<file path="src/rtl/bounded_step_counter_pkg.sv">
// Shared types and constants for the bounded step counter.
package bounded_step_counter_pkg;

  localparam int unsigned DEFAULT_WIDTH = 8;

  typedef enum logic [1:0] {
    MODE_STOP   = 2'd0,
    MODE_WRAP   = 2'd1,
    MODE_BOUNCE = 2'd2,
    MODE_RSVD   = 2'd3
  } mode_e;

  typedef enum logic {
    ST_IDLE = 1'b0,
    ST_RUN  = 1'b1
  } state_e;

endpackage

</file>
<file path="src/rtl/bounded_step_counter_next.sv">
// Combinational next-count stage: adds or subtracts the step with one extra
// bit so that carry out of the top and borrow below zero are both visible,
// then reports whether the result left [lo, hi] and which bounds apply.
module bsc_next #(
  parameter int unsigned WIDTH  = 8,
  parameter int unsigned STEP_W = 4
) (
  input  logic [WIDTH-1:0]  count,
  input  logic [STEP_W-1:0] step,
  input  logic              up,
  input  logic [WIDTH-1:0]  lo,
  input  logic [WIDTH-1:0]  hi,
  output logic [WIDTH-1:0]  next_val,
  output logic              out_of_range,
  output logic [WIDTH-1:0]  bound,
  output logic [WIDTH-1:0]  far_bound
);

  logic [WIDTH:0] step_ext;
  logic [WIDTH:0] sum;
  logic [WIDTH:0] diff;

  // Extended-width arithmetic and range test for the current direction
  always_comb begin
    step_ext = (WIDTH+1)'(step);
    sum      = {1'b0, count} + step_ext;
    diff     = {1'b0, count} - step_ext;
    if (up) begin
      next_val     = sum[WIDTH-1:0];
      out_of_range = (sum > {1'b0, hi});
      bound        = hi;
      far_bound    = lo;
    end else begin
      // diff MSB set means the subtraction went below zero
      next_val     = diff[WIDTH-1:0];
      out_of_range = diff[WIDTH] || (diff[WIDTH-1:0] < lo);
      bound        = lo;
      far_bound    = hi;
    end
  end

endmodule

</file>
<file path="src/rtl/bounded_step_counter.sv">
// Bounded up/down step counter with STOP, WRAP and BOUNCE boundary actions.
module bounded_step_counter
  import bounded_step_counter_pkg::*;
#(
  parameter int unsigned WIDTH     = DEFAULT_WIDTH,
  parameter int unsigned STEP_W    = 4,
  parameter int unsigned RESET_VAL = 5
) (
  input  logic              clk,
  input  logic              rst_n,
  input  logic              start,
  input  logic              stop,
  input  logic              dir_up,
  input  logic [1:0]        mode,
  input  logic [STEP_W-1:0] step,
  input  logic [WIDTH-1:0]  lo,
  input  logic [WIDTH-1:0]  hi,
  output logic [WIDTH-1:0]  count,
  output logic              busy,
  output logic              done,
  output logic              wrap,
  output logic              err
);

  state_e            state, state_n;
  logic [WIDTH-1:0]  count_q, count_n;
  logic              dir_q, dir_n;
  mode_e             mode_q, mode_n;
  logic [STEP_W-1:0] step_q, step_n;
  logic [WIDTH-1:0]  lo_q, lo_n;
  logic [WIDTH-1:0]  hi_q, hi_n;
  logic              done_q, done_n;
  logic              wrap_q, wrap_n;
  logic              err_q, err_n;

  logic [WIDTH-1:0]  next_val;
  logic              out_of_range;
  logic [WIDTH-1:0]  bound;
  logic [WIDTH-1:0]  far_bound;

  bsc_next #(
    .WIDTH  (WIDTH),
    .STEP_W (STEP_W)
  ) u_next (
    .count        (count_q),
    .step         (step_q),
    .up           (dir_q),
    .lo           (lo_q),
    .hi           (hi_q),
    .next_val     (next_val),
    .out_of_range (out_of_range),
    .bound        (bound),
    .far_bound    (far_bound)
  );

  // State and datapath registers with synchronous active-low reset
  always_ff @(posedge clk) begin
    if (!rst_n) begin
      state   <= ST_IDLE;
      count_q <= WIDTH'(RESET_VAL);
      dir_q   <= 1'b0;
      mode_q  <= MODE_STOP;
      step_q  <= '0;
      lo_q    <= '0;
      hi_q    <= '0;
      done_q  <= 1'b0;
      wrap_q  <= 1'b0;
      err_q   <= 1'b0;
    end else begin
      state   <= state_n;
      count_q <= count_n;
      dir_q   <= dir_n;
      mode_q  <= mode_n;
      step_q  <= step_n;
      lo_q    <= lo_n;
      hi_q    <= hi_n;
      done_q  <= done_n;
      wrap_q  <= wrap_n;
      err_q   <= err_n;
    end
  end

  // Next-state, latch and pulse decisions; stop takes priority over boundary events
  always_comb begin
    state_n = state;
    count_n = count_q;
    dir_n   = dir_q;
    mode_n  = mode_q;
    step_n  = step_q;
    lo_n    = lo_q;
    hi_n    = hi_q;
    done_n  = 1'b0;
    wrap_n  = 1'b0;
    err_n   = 1'b0;
    case (state)
      ST_IDLE: begin
        if (start) begin
          if (lo <= hi) begin
            dir_n   = dir_up;
            mode_n  = mode_e'(mode);
            step_n  = step;
            lo_n    = lo;
            hi_n    = hi;
            count_n = dir_up ? lo : hi;
            state_n = ST_RUN;
          end else begin
            err_n = 1'b1;
          end
        end
      end
      ST_RUN: begin
        if (stop) begin
          state_n = ST_IDLE;
        end else if (!out_of_range) begin
          count_n = next_val;
        end else begin
          case (mode_q)
            MODE_WRAP: begin
              count_n = far_bound;
              wrap_n  = 1'b1;
            end
            MODE_BOUNCE: begin
              count_n = bound;
              dir_n   = ~dir_q;
              wrap_n  = 1'b1;
            end
            default: begin
              count_n = bound;
              done_n  = 1'b1;
              state_n = ST_IDLE;
            end
          endcase
        end
      end
      default: state_n = ST_IDLE;
    endcase
  end

  assign count = count_q;
  assign busy  = (state == ST_RUN);
  assign done  = done_q;
  assign wrap  = wrap_q;
  assign err   = err_q;

endmodule

</file>
<file path="config.mk">
export PLATFORM = sky130hd
export DESIGN_NAME = bounded_step_counter
export DESIGN_NICKNAME = d
export VERILOG_FILES = /design/src/rtl/bounded_step_counter_pkg.sv /design/src/rtl/bounded_step_counter_next.sv /design/src/rtl/bounded_step_counter.sv
export SDC_FILE = /design/constraint.sdc
export NUM_CORES = 1
export LEC_CHECK = 0
export CORE_UTILIZATION = 40
export DETAILED_ROUTE_END_ITERATION = 6
export SLEW_MARGIN = 10
export SYNTH_ARGS = -nofsm -noshare
export SYNTH_HDL_FRONTEND = slang
export SYNTH_HIERARCHICAL = 1
export SYNTH_SLANG_ARGS = --single-unit
</file>
<file path="constraint.sdc">
create_clock -name clk -period 10.45 [get_ports clk]
set_input_delay 2.09 -clock clk [delete_from_list [all_inputs] [get_ports clk]]
set_output_delay 2.09 -clock clk [all_outputs]
set_load 0.02 [all_outputs]
</file>
# Word level (Yosys, flattened, before mapping)
# Index checks and enable logic that the tools add are counted.
# classes
n_reduce_logical	7
mux	25
addsub	2
bitwise	5
eq_ne	7
n_lt_le_gt_ge	3
# ops
op	count
$mux 8	9
$pmux 8 s2	1
$mux 1	13
$add 8x4->9	1
$gt 9x8->1	1
$sub 8x4->9	1
$le 8x8->1	1
$lt 8x8->1	1
$ne 2x2->1 const B	3
$reduce_and 3->1	2
$not 1->1	5
$reduce_and 5->1	1
$ne 2x1->1 const B	2
$pmux 1 s2	2
$reduce_or 4->1	1
$reduce_or 3->1	1
$eq 2x1->1 const B	1
$eq 2x2->1 const B	1
$reduce_or 2->1	1
$logic_or 1x1->1	1
# totals
wordCells	59
register_bits	35
inputBits	27
out_inout_bits	12

# Longest topological paths before layout
# logic_depth
depth_word	7
depth_mapped	20
depth_no_buf	18

# By module
# Netlist, hierarchy kept.
# by_module_without_submodules
module	cells_each	area_per_inst_um2	seq_area_each_um2	instances
bounded_step_counter	245	2074.5	700.7	1
bsc_next	157	1123.6	0.0	1

# Worst setup path after synthesis
# Ideal clock, no wire load.
# synth_path
kind	input port to flip-flop
start	input hi[6]
end	register count_q[1] (netlist: count[1])
setup_time_ns	0.072
path_stages	8
n_path_buf	1
t_arrival_ns	3.459
setup_slack_ns	6.920
t_required_ns	10.378
path_cell_list	inv_1 ha_1 nand4_2 nor2b_1 a21bo_2 buf_2 a21oi_4 mux2i_1
# synth_between
elab_chain_len	3
# synth_lines
element	line	rtl
start: declaration	bounded_step_counter.sv:17	input logic [WIDTH-1:0] hi,
$le 8x8->1	bounded_step_counter.sv:98	if (lo <= hi) begin
$ne 2x2->1 (no source line)	n/a	
$reduce_and 3->1 (no source line)	n/a	
end signal: assignment	bounded_step_counter.sv:60	count_q <= WIDTH'(RESET_VAL);
end signal: assignment	bounded_step_counter.sv:71	count_q <= count_n;
end: declaration	bounded_step_counter.sv:26	logic [WIDTH-1:0] count_q, count_n;
# Every way passes these cells.
# A chain may end at the register's enable or synchronous reset.

# Final worst setup path
# layout_path
start	input hi[3]
end	register count_q[7] (netlist: count[7])
# Same word-level chain as after synthesis.

==> results.md <==
- The run finished with clean final reports.
- The first detailed-routing pass took 4 iterations.
- The root buffer selected by CTS is clkbuf_8.
- The peak supply drop is 84.9 uV.
- The horizontal die dimension is 91.4 um.
- The classification of the worst-slack hold path is register to register.
- In the layout the commonest cells are o21ai_0 (47), clkdlybuf4s50_1 (38), inv_1 (35), dfxtp_1 (35).
- The clock period minus final worst setup slack is approximately 4.3 ns.
- The post-detailed-route wirelength per cell is 15.3 um.
- The share of synthesized area in the top cell type comes to 0.219.
- Timing analysis after detailed placement gives a worst setup slack of 5.85 ns.
- The core region is roughly 7700 um^2.
- The number of nets in the synthesized netlist is 464.
- The overall via count from detail_route is 2,865.
- For the worst setup path, the data required time is 10.61 ns.
- The biggest area contributor in the post-synthesis netlist is dfxtp_1.
- In this run, synthesis inferred 0 flip-flops with an integrated enable.
- The total power after layout is ~520 uW.
- In this run the power density over the cells is 143 nW/um^2.
- During placement, the flow inserted port buffers numbering 38.
- The total die area is ~8400 um^2.
- In the synthesized netlist the async set-or-reset flop fraction comes to 0.
- The max-capacitance violation count is 0.
- The via density per instance is 5.46.
- The area of all placed cells without fillers is roughly 3700 um^2.
- Synthesis produced a netlist whose cell count is 402.
- The per-instance average area after synthesis is 7.96 um^2.
- The instance count along the most critical hold path is 2.
- Routability-driven placement finished with a final weighted congestion of 0.830.
- The count of nets left with antenna violations once routing finished came out at 0.
- The area growth from synthesis to layout is 14.7%.
- The later pin in the worst-skew pair is clocked with a latency of 0.28 ns.
- The buffer levels on the longest clock path is 2.
- The H-tree level count is 2.
- Hold timing on the final database bottoms out at a slack of 0.486 ns.
- In this run the vertical extent of the chip is 91.4 um.
- For the pin with the worst max-slew slack, the measured transition is 0.781 ns.
- The total wirelength of the detailed-routed design is 8020 um.
- The detailed router put a total of 3690 um of wire on met1.
- In this run the worst path has a maximum fanout of 26.
- The largest net degree at the start of global routing is 44.
- The number of antenna diodes in the final layout is 0.
- In the routed design, unresolved DRC markers number 0.
- The total overflow reported by the global router is 0.
- The final core utilization is 0.475.
- The CTS tree is done.
- The uppermost metal layer occupied by signal nets is met4.
- The total length of routed met3 wires is ~260 um.
- The starting density of the core is 0.414.
- After detailed placement, the design holds a cell count of ~520.
- The worst reg2reg path depth is 17.
- Dividing the final minimum period by the clock period gives 0.413.
- STA classifies the critical path endpoint as a register.
- After detailed placement, the total cell area comes to 3580 um^2.
- The half-perimeter wire length of the detailed placement result is 6130 um.
- The setup TNS after final layout is 0 ns.
- Data on the critical path arrives at its endpoint at 4.48 ns.
- The worst pin sits at a relative slew slack of 0.479.
- The leakage power total is 1.54 nW.
- Of the cells placed in the final design, the portion with a size suffix greater than 1 is 0.0827.
- The post-layout instance count excluding filler cells is 525.
- The cell row count is 32.
- The fill cell instance count of the final layout is 779.
- The initial antenna violation count is 0.
- Across every metal layer, demand over resource in global routing totals 0.205.
- The hold violation total from the final report is 0.
- After synthesis, the cell types taking the most area are dfxtp_1 (22%), ha_1 (13%), o21ai_0 (7.4%).
- The most used flip-flop cell after synthesis is dfxtp_1.
- The most common library cell in the layout ignoring fill and taps is o21ai_0.
- The total met2 wirelength after detailed routing is ~4000 um.
- The via count of the first global-routing pass is roughly 2,900.
- The number of hold buffers added after CTS was 0.
- The post-cts sizing count is 0.
- The worst setup path is launched from a primary input.
- The number of DRC markers after the initial detailed-route iteration is 143.
- Setup violations remaining at the end of the flow were counted as 0.
- The sequential element share of the synthesized area is 0.219.
- Across the routed clock network, the largest skew measured is ~0.0074 ns.
- Buffers inserted during clock tree synthesis total 5.
- After clock tree synthesis, the clock-pin slew on the worst setup and hold paths is 0.07 ns.
- The critical path is of the primary input to register type.
- Buffers added to address setup during post-CTS repair amount to 0.
- The clock drives 35 sinks.
- After synthesis the cells add up to 3200 um^2.
- After the last flow step, the layout net total stands at between 400 and 500.
- The worst-case setup margin in the final layout is approximately 6 ns.
- During I/O placement, the number of pins put on the boundary was 39.
- The Yosys step of the flow raised 6 warnings.
- The number of library cell types mapped by synthesis is 58.
- The first global-routing pass estimated 13,800 um of wire.
- The maximum operating frequency is around 230 MHz.
- The number of slew-limit violations in the final report came to 0.
- Setup repair after global routing left no endpoint under its margin.
- The number of flip-flops and latches in the synthesized netlist is 35.
[worst max-delay path: stages]
cell and delay [ns]:
clkdlybuf4s50_1 0.51, inv_1 0.06, ha_1 0.32, nand4_1 0.12
or2_0 0.34, a21oi_4 0.64, a21oi_4 0.22, mux2i_1 0.17
[worst paths after layout]
path                    to      start  slack (ns)
setup / recovery  count[7]      hi[3]        6.13
hold / removal     lo_q[3]    lo_q[3]        0.49
setup reg to reg  count[4]  step_q[1]        6.52
hold reg to reg    lo_q[3]    lo_q[3]        0.49
[registers in the layout (all words and copies together), names as in the netlist]
name	cells
done	1
lo_q	8
dir_q	1
busy	1
wrap	1
step_q	4
hi_q	8
err	1
count	8
mode_q	2
[layout make-up]
class	count	area, um^2	area share
inverters	36	135	0.0368
flip-flops and latches	35	701	0.191
well taps	102	128	0.0348
clock buffers	6	82.6	0.0225
multi-input cells	303	2210	0.602
repair buffers	42	410	0.112
clock inverters	1	5.00	0.00136
[report_power, final]
group	internal (mW)	total [mW]	switching (mW)
Clock	0.0518	0.101	0.0491
Combinational	0.116	0.262	0.145
Sequential	0.145	0.161	0.0162
[routing by layer]
| layer | track usage | vias up |
|---|---|---|
| li1 | - | 1452 |
| met3 | 0.0318 | 8 |
| met5 | 0 | - |
| met1 | 0.257 | 1346 |
| met2 | 0.355 | 59 |
| met4 | 0.0688 | 0 |
[cell usage after synthesis (2+ instances only)]
cell type	number
o21ai_0	47
dfxtp_1	35
inv_1	35
ha_1	33
nand2_1	33
nand3_1	28
mux2i_1	22
a21boi_1	20
a21oi_1	18
nor2_1	17
clkbuf_1	12
xnor2_1	9
buf_2	6
mux2_2	6
nor2b_1	6
o211a_1	6
o211ai_1	5
buf_6	4
nor3_1	4
xor2_1	4
a21boi_0	3
buf_4	3
a211o_2	2
a21o_1	2
a21oi_2	2
a21oi_4	2
a31oi_1	2
and3_1	2
clkbuf_2	2
fa_1	2
nand4_1	2
o21a_1	2
[cell families (layout without fill, tap and decap cells)]
kind of cell,after synthesis,in the layout,share of synthesized area
XOR/XNOR,13,13,0.0356
AO/OA/AOI/OAI,122,122,0.253
adder cells (fa/ha/maj),35,35,0.142
flip-flops,35,35,0.219
AND/OR/NAND/NOR,104,104,0.165
buffers and inverters,64,85,0.0912
multiplexers,29,29,0.0947
Note: power is estimated with default switching activity, not from simulation.
